### src/rtl/twiddle_addr_gen.sv
// rtl/twiddle_addr_gen.sv - twiddle exponent generator for one R2^2 SDF stage pair
module twiddle_addr_gen #(
    parameter int LOG_N = 6,
    parameter bit AG_FF = 1'b1
) (
    input  logic             clock,
    input  logic             reset,
    input  logic             di_en,
    input  logic             di_sync,
    output logic             tw_en,
    output logic [LOG_N-1:0] tw_addr,
    output logic [1:0]       tw_quad,
    output logic             tw_last
);

    localparam int P_W = LOG_N - 2;

    logic [LOG_N-1:0] n_q;
    logic [LOG_N-1:0] acc_q;
    logic [LOG_N-1:0] n_cur;
    logic [LOG_N-1:0] e_cur;
    logic [LOG_N-1:0] step_cur;
    logic [1:0]       q_cur;
    logic [P_W-1:0]   p_cur;
    logic             last_cur;

    // A sync sample is forced to index 0; the per-quadrant step S(q) = {0,2,1,3}
    // is just q with its two bits swapped, so no multiplier or table is needed.
    always_comb begin
        n_cur    = di_sync ? '0 : n_q;
        q_cur    = n_cur[LOG_N-1 -: 2];
        p_cur    = n_cur[P_W-1:0];
        step_cur = {{(LOG_N-2){1'b0}}, q_cur[0], q_cur[1]};
        if (p_cur == '0) begin
            e_cur = '0;
        end else begin
            e_cur = acc_q + step_cur;
        end
        last_cur = &n_cur;
    end

    // Storing e at p = 0 also clears the accumulator at each quadrant boundary.
    always_ff @(posedge clock) begin
        if (reset) begin
            n_q   <= '0;
            acc_q <= '0;
        end else if (di_en) begin
            n_q   <= n_cur + LOG_N'(1);
            acc_q <= e_cur;
        end
    end

    generate
        if (AG_FF) begin : g_reg_out
            always_ff @(posedge clock) begin
                if (reset) begin
                    tw_en   <= 1'b0;
                    tw_addr <= '0;
                    tw_quad <= 2'b00;
                    tw_last <= 1'b0;
                end else begin
                    tw_en <= di_en;
                    if (di_en) begin
                        tw_addr <= e_cur;
                        tw_quad <= q_cur;
                        tw_last <= last_cur;
                    end
                end
            end
        end else begin : g_comb_out
            assign tw_en   = di_en & ~reset;
            assign tw_addr = e_cur;
            assign tw_quad = q_cur;
            assign tw_last = last_cur;
        end
    endgenerate

endmodule
### config.mk
export PLATFORM = sky130hd
export DESIGN_NAME = twiddle_addr_gen
export DESIGN_NICKNAME = d
export VERILOG_FILES = /design/src/rtl/twiddle_addr_gen.sv
export SDC_FILE = /design/constraint.sdc
export NUM_CORES = 1
export LEC_CHECK = 0
export ABC_AREA = 1
export CAP_MARGIN = 20
export CORE_MARGIN = 5
export CORE_UTILIZATION = 55
export CTS_CLUSTER_DIAMETER = 100
export DETAILED_ROUTE_END_ITERATION = 10
export DONT_BUFFER_PORTS = 1
export PLACE_DENSITY = 0.7
export SLEW_MARGIN = 5
export SYNTH_ARGS = -nofsm -noshare
export SYNTH_HDL_FRONTEND = slang
export SYNTH_SLANG_ARGS = --single-unit
### constraint.sdc
create_clock -name clock -period 2.5 [get_ports clock]
set_input_delay 0.125 -clock clock [delete_from_list [all_inputs] [get_ports clock]]
set_output_delay 0.125 -clock clock [all_outputs]
set_load 0.005 [all_outputs]
==> results.toml, run 1 <==
[floorplanning]
ioPinCount = 14
die_area_um2 = 2310
die_h_um = 48.1
die_x_um = 48.1
start_util_pct = 59.8
core_area_um2 = 1330
row_count = 13

[layout]
layout.cells.most_common_list = "23 x nand2_1, 18 x inv_1, 16 x dfxtp_1, 15 x nor2_1, 11 x a21oi_1"
drive_above_1_share_pct = 5.88
n_antenna_cell = 0
final_cell_area_um2 = 863
syn2layout_area_growth_pct = 8.32
final_common_cell = "nand2_1"
nets = 129

[placement]
place_hpwl_um = 1150
gp_congestion = 0.770
post_dp_cell_area_um2 = 811
pre_cts_ws_ns = 1.03
io_buffer_count = 0

[synthesis]
synthMuxAreaShare_pct = 0
netlist_instances = 114
synth_top_cell_area_share_pct = 40.2
synth_top_family_by_area = "simple AND/OR/NAND/NOR gates"
yosysTopAreaCell = "dfxtp_1"
synth-simple-area-share_pct = 30.6
yosysSeqAreaShare_pct = 40.2
syn_area_um2 = 797
synth_xor_area_share_pct = 0
synthTopCellsByArea = "dfxtp_1 40%, nand2_1 11%, inv_1 8.5%"
synth_cell_types = 19
synth-adder-area-share_pct = 6.28
ys_ff_latch = 16
synth-compound-area-share_pct = 12.9
synth_nets = 122
yosys_warnings = 0
syn_area_per_cell_um2 = 6.99

[critical_path]
timing.rr.start = "n_q[5]"
critPathLaunch = "n_q[5]"
critPathLaunchType = "register"
critical_path.top_delay_family = "simple AND/OR/NAND/NOR gates"
cp_max_fo = 3
setup.worst_path.class = "reg -> reg"
crit_arrival_ns = 1.70
crit_path_end_kind = "register"
required_ns = 2.68
cp_cell_sequence = "inv_1 -> nor2_1 -> ha_1 -> ha_1 -> inv_1 -> nand2_1 -> nand4_1 -> o21bai_1 -> nor2_1"
crit_path_max_incr_delay_ns = 0.32
worstPathBufferInverterCount = 2
slowest_stage = "dfxtp_1"

[timing]
tns_ns = 0
finalSetupViolCount = 0
hold_violations = 0
relSlewSlack_pct = 82.7
rsz0062_at_grt = "false"
setup_ws_ns = 0.981
finalClockSkew_ns = 0.00717
tightest_slew_ns = 0.259
hold_ws_ns = 0.0104
drv_slew = 0
fmax_ghz = 0.658
fin_crit_sh_pct = 60.8
period_needed_ns = 1.52

[power_and_ir_drop]
ir_worst_vdd_v = 0.000314
power.leakage_uw = 0.000381
powerDensity_nw_per_um2 = 501
finalPower_uw = 433

[grt]
first_global_vias = 572
grt_usage_pct = 16.2
antenna_found_initial = 0
grt_pass1_wl_um = 2570
grt_max_degree = 15
overflow = 0

[cts]
cts_root_buffer = "clkbuf_4"
htreeDepth = 1
cts_tree = "done"
post_cts_buffers = 0
clock_latency_ns = 0.28
path_clk_slew_ns = 0.08
cts_buffers = 3
clockBufferDepth = 2
cts_sinks = 16

[run]
maxCapViolCount = 0

[drt]
final_antenna_net_count = 0
drt_iter0_markers = 21
drtPass1Iterations = 4
num_vias = 703
wl_per_cell_um = 11.8
route.detailed.drc = 0
via_per_inst = 5.25
wirelength_um = 1580

[hold_path]
hp-class = "in -> reg"
hp-start = "di_en"

[status]
status = "finished, final reports clean"
-- metal layers --
layer | track usage [%] | vias to the layer above | share of wire (%)
met3 | 4.51 | 2 | 7.1
met1 | 22.4 | 298 | 50
met2 | 23.5 | 26 | 42
met4 | 6.45 | 0 | 1.1
li1 | - | 377 | -
met5 | 0 | - | 0
-- layout make-up --
cell class              instances  area [µm²]
multi-input cells              77         397
clock buffers                   3        22.5
flip-flops and latches         16         320
repair buffers                  3        30.0
fillers                       120         470
inverters                      20        75.1
well taps                      15        18.8
-- timing repair --
| item | CTS | global route |
|---|---|---|
| hold endpoints to repair | 7 | 1 |
| endpoints found under the setup margin | 0 | 0 |
| resized for setup | 0 | 0 |
| hold buffers | 2 | 1 |
-- report_power, final --
part	total, µW	switching (µW)	internal [µW]	leakage [µW]
combinational	33.6	20.8	12.8	0.000237
clock	134	77.7	55.9	0.0000138
sequential	266	4.40	261	0.000130
total	433	103	330	0.000381
-- through the flow --
stage | util [%] | cells
2_1_floorplan | - | 114
3_3_place_gp | 60.8 | 128
3_5_place_dp | 60.8 | 128
4_1_cts | 64.0 | 133
5_1_grt | 64.7 | 134
6_report | 64.7 | 134
-- cell usage after synthesis (all sizes together) --
master / count
a21oi: 11
and2: 1
buf: 1
dfxtp: 16
ha: 4
inv: 20
nand2: 23
nand3: 5
nand3b: 1
nand4: 2
nor2: 15
nor3: 4
nor3b: 1
nor4: 1
o21ai: 8
o21bai: 1
-- state kept, by name (all words and copies together) (netlist names) --
signal,flops
n_q,6
tw_en,1
tw_quad,2
tw_last,1
tw_addr,6
-- cells by family (layout without fill, tap and decap cells) --
logic type      after synthesis  after routing
fa+ha+maj                     4              4
compound gates               20             20
buf+inv                      21             26
simple gates                 53             53
flops                        16             16
-- final timing paths --
| path | to | slack [ns] | cells after the start |
|---|---|---|---|
| max | tw_addr[4] | 0.98 | 9 |
| min | tw_addr[2] | 0.01 | 2 |
| max reg2reg | tw_addr[4] | 0.98 | 9 |
| min reg2reg | n_q[1] | 0.49 | 2 |
Power figures use the tool's default switching activity.
==> run 2, diff against run 1 <==
- CORE_UTILIZATION: 55 -> 53
- PLACE_DENSITY: 0.7 -> 0.71
- clock period: 2.5 -> 1.25 ns (I/O delays scaled with it)
==> run 2 against run 1 <==
Net effect: the flow now finishes with violations (negative hold slack, negative setup slack); critical path depth is the same; clock power grew to 2.6 times the previous value; clock skew shrank 0.0064 ns; sequential power grew 100%; routed wire length grew 33%; power grew 130%; cell count grew 9.7%; sequential share of layout area shrank 6.6 points; die area grew 3.0%; critical path type unchanged; highest routed layer unchanged.
==> results.toml, run 2 (synthesized netlist as in run 1, its figures left out) <==
[status]
status = "complete, but fails checks"
violations = "negative hold slack, negative setup slack"

[grt]
antenna_found_initial = 0
grt_usage_pct = 17.7
overflow = 0
grt_max_degree = 11
grt_pass1_wl_um = 3390
first_global_vias = 762

[critical_path]
r2r_cells = 9
setup.worst_path.class = "reg -> reg"
regToRegSetupSlack_ns = -0.07
required_ns = 1.44
critPathLaunchType = "register"
r2r-end = "tw_addr[4]"
timing.rr.start = "n_q[5]"
cp_max_fo = 3
crit_path_end_kind = "register"
crit_arrival_ns = 1.51
critPathLaunch = "n_q[5]"
crit_path_end = "tw_addr[4]"

[timing]
hold_violations = 1
tightest_slew_ns = 0.344
finalSetupViolCount = 5
drv_slew = 0
finalClockSkew_ns = 0.000777
fin_crit_sh_pct = 106
fmax_ghz = 0.755
hold_ws_ns = -0.00586
rsz0062_at_grt = "true"
setup_ws_ns = -0.0744
period_needed_ns = 1.32
relSlewSlack_pct = 77.1

[drt]
final_antenna_net_count = 0
drt_iter0_markers = 49
wirelength_um = 2100
via_per_inst = 5.64
drtPass1Iterations = 4
num_vias = 829
wl_per_cell_um = 14.3
route.detailed.drc = 0

[cts]
cts_tree = "done"
cts_sinks = 16
cts_root_buffer = "clkbuf_4"
htreeDepth = 1
path_clk_slew_ns = 0.09
cts_buffers = 3
clockBufferDepth = 2
clock_latency_ns = 0.29

[placement]
io_buffer_count = 0
gp_congestion = 0.776
place_hpwl_um = 1200

[layout]
layout.cells.most_common_list = "18 x nand2_1, 12 x nor2_1, 11 x a21oi_1, 11 x dfxtp_1"
nets = 140
n_antenna_cell = 0
syn2layout_area_growth_pct = 35.5
top_regs = "n_q (6), tw_addr (6), tw_quad (2)"
post-route-util_pct = 73.4
final_common_cell = "nand2_1"
drive_above_1_share_pct = 38.2
fillers = 102

[floorplanning]
row_count = 14
start_util_pct = 54.2
core_area_um2 = 1470
die_x_um = 48.8
ioPinCount = 14
die_area_um2 = 2380
die_h_um = 48.8

[power_and_ir_drop]
ir_worst_vdd_v = 0.000500
power.leakage_uw = 0.000472
powerDensity_nw_per_um2 = 904

[hold_path]
hp-class = "in -> reg"

[run]
maxCapViolCount = 0
==> run 2: cell count changes in the layout (fill, tap and decap cells not counted), sizes merged <==
| cell | previous run | this run |
|---|---|---|
| buf | 0 | 12 |
| dlygate4sd3 | 3 | 1 |
| clkbuf | 3 | 4 |
| dlymetal6s4s | 0 | 1 |
==> run 2: area by class of cell <==
cell class	count	area, µm²	area share (%)
sequential	16	329	30.5
inverter	20	80.1	7.42
tap	16	20.0	1.85
clock buffer	4	36.3	3.36
timing repair buffer	14	124	11.5
multi-input combinational	77	490	45.4
==> run 2: worst min path at each step <==
stage / depth (start not counted) / endpoint / slack [ns] / start
after global placement: 1 / tw_last / 0.13 / reset
after global routing: 3 / tw_addr[1] / 0.002 / di_en
after floorplan: 1 / tw_last / 0.13 / reset
after CTS: 3 / n_q[2] / 0.005 / di_en
final: 3 / tw_addr[1] / -0.006 / di_en
after detailed placement: 1 / tw_last / 0.13 / reset
==> run 2: report_power, final <==
part / switching (µW) / total, µW / internal [µW]
Combinational: 58.6 / 98.7 / 40.1
Clock: 168 / 346 / 178
Sequential: 9.65 / 531 / 522
==> run 2: metrics by stage <==
stage	instance area [µm²]	setup TNS (ns)	instances	worst slack [ns]	total power [µW]
floorplan	800	0	114	0.0278	591
global placement	875	-0.0239	137	-0.0239	609
detailed placement	875	-0.179	137	-0.0676	610
CTS	1010	-0.0887	146	-0.0310	975
global route	1080	-0.653	147	-0.136	1020
finish	1080	-0.190	147	-0.0744	976
==> run 2: critical path, stage by stage, from the launching register on <==
cell and delay (ns):
dfxtp_2 0.33, inv_2 0.04, nor2_4 0.12, ha_4 0.17, ha_4 0.13, inv_4 0.03
nand2_4 0.07, nand4_1 0.10, o21bai_1 0.16, nor2_1 0.07
==> run 2: repair_timing <==
action | 4_1_cts | 5_1_grt
pin swaps | 12 | 16
hold endpoints to repair | 10 | 0
hold buffers | 2 | 0
buffers inserted | 3 | 1
endpoints found under the setup margin | 9 | 11
gates resized for setup | 19 | 25
==> run 2: metal layers <==
| layer | up-vias | part of all wire (%) | global-route usage (%) |
|---|---|---|---|
| met4 | 0 | 3.0 | 7.17 |
| met2 | 41 | 45 | 27.4 |
| met3 | 11 | 8.9 | 4.89 |
| met1 | 377 | 43 | 23.1 |
| li1 | 400 | - | - |
| met5 | - | 0 | 0 |
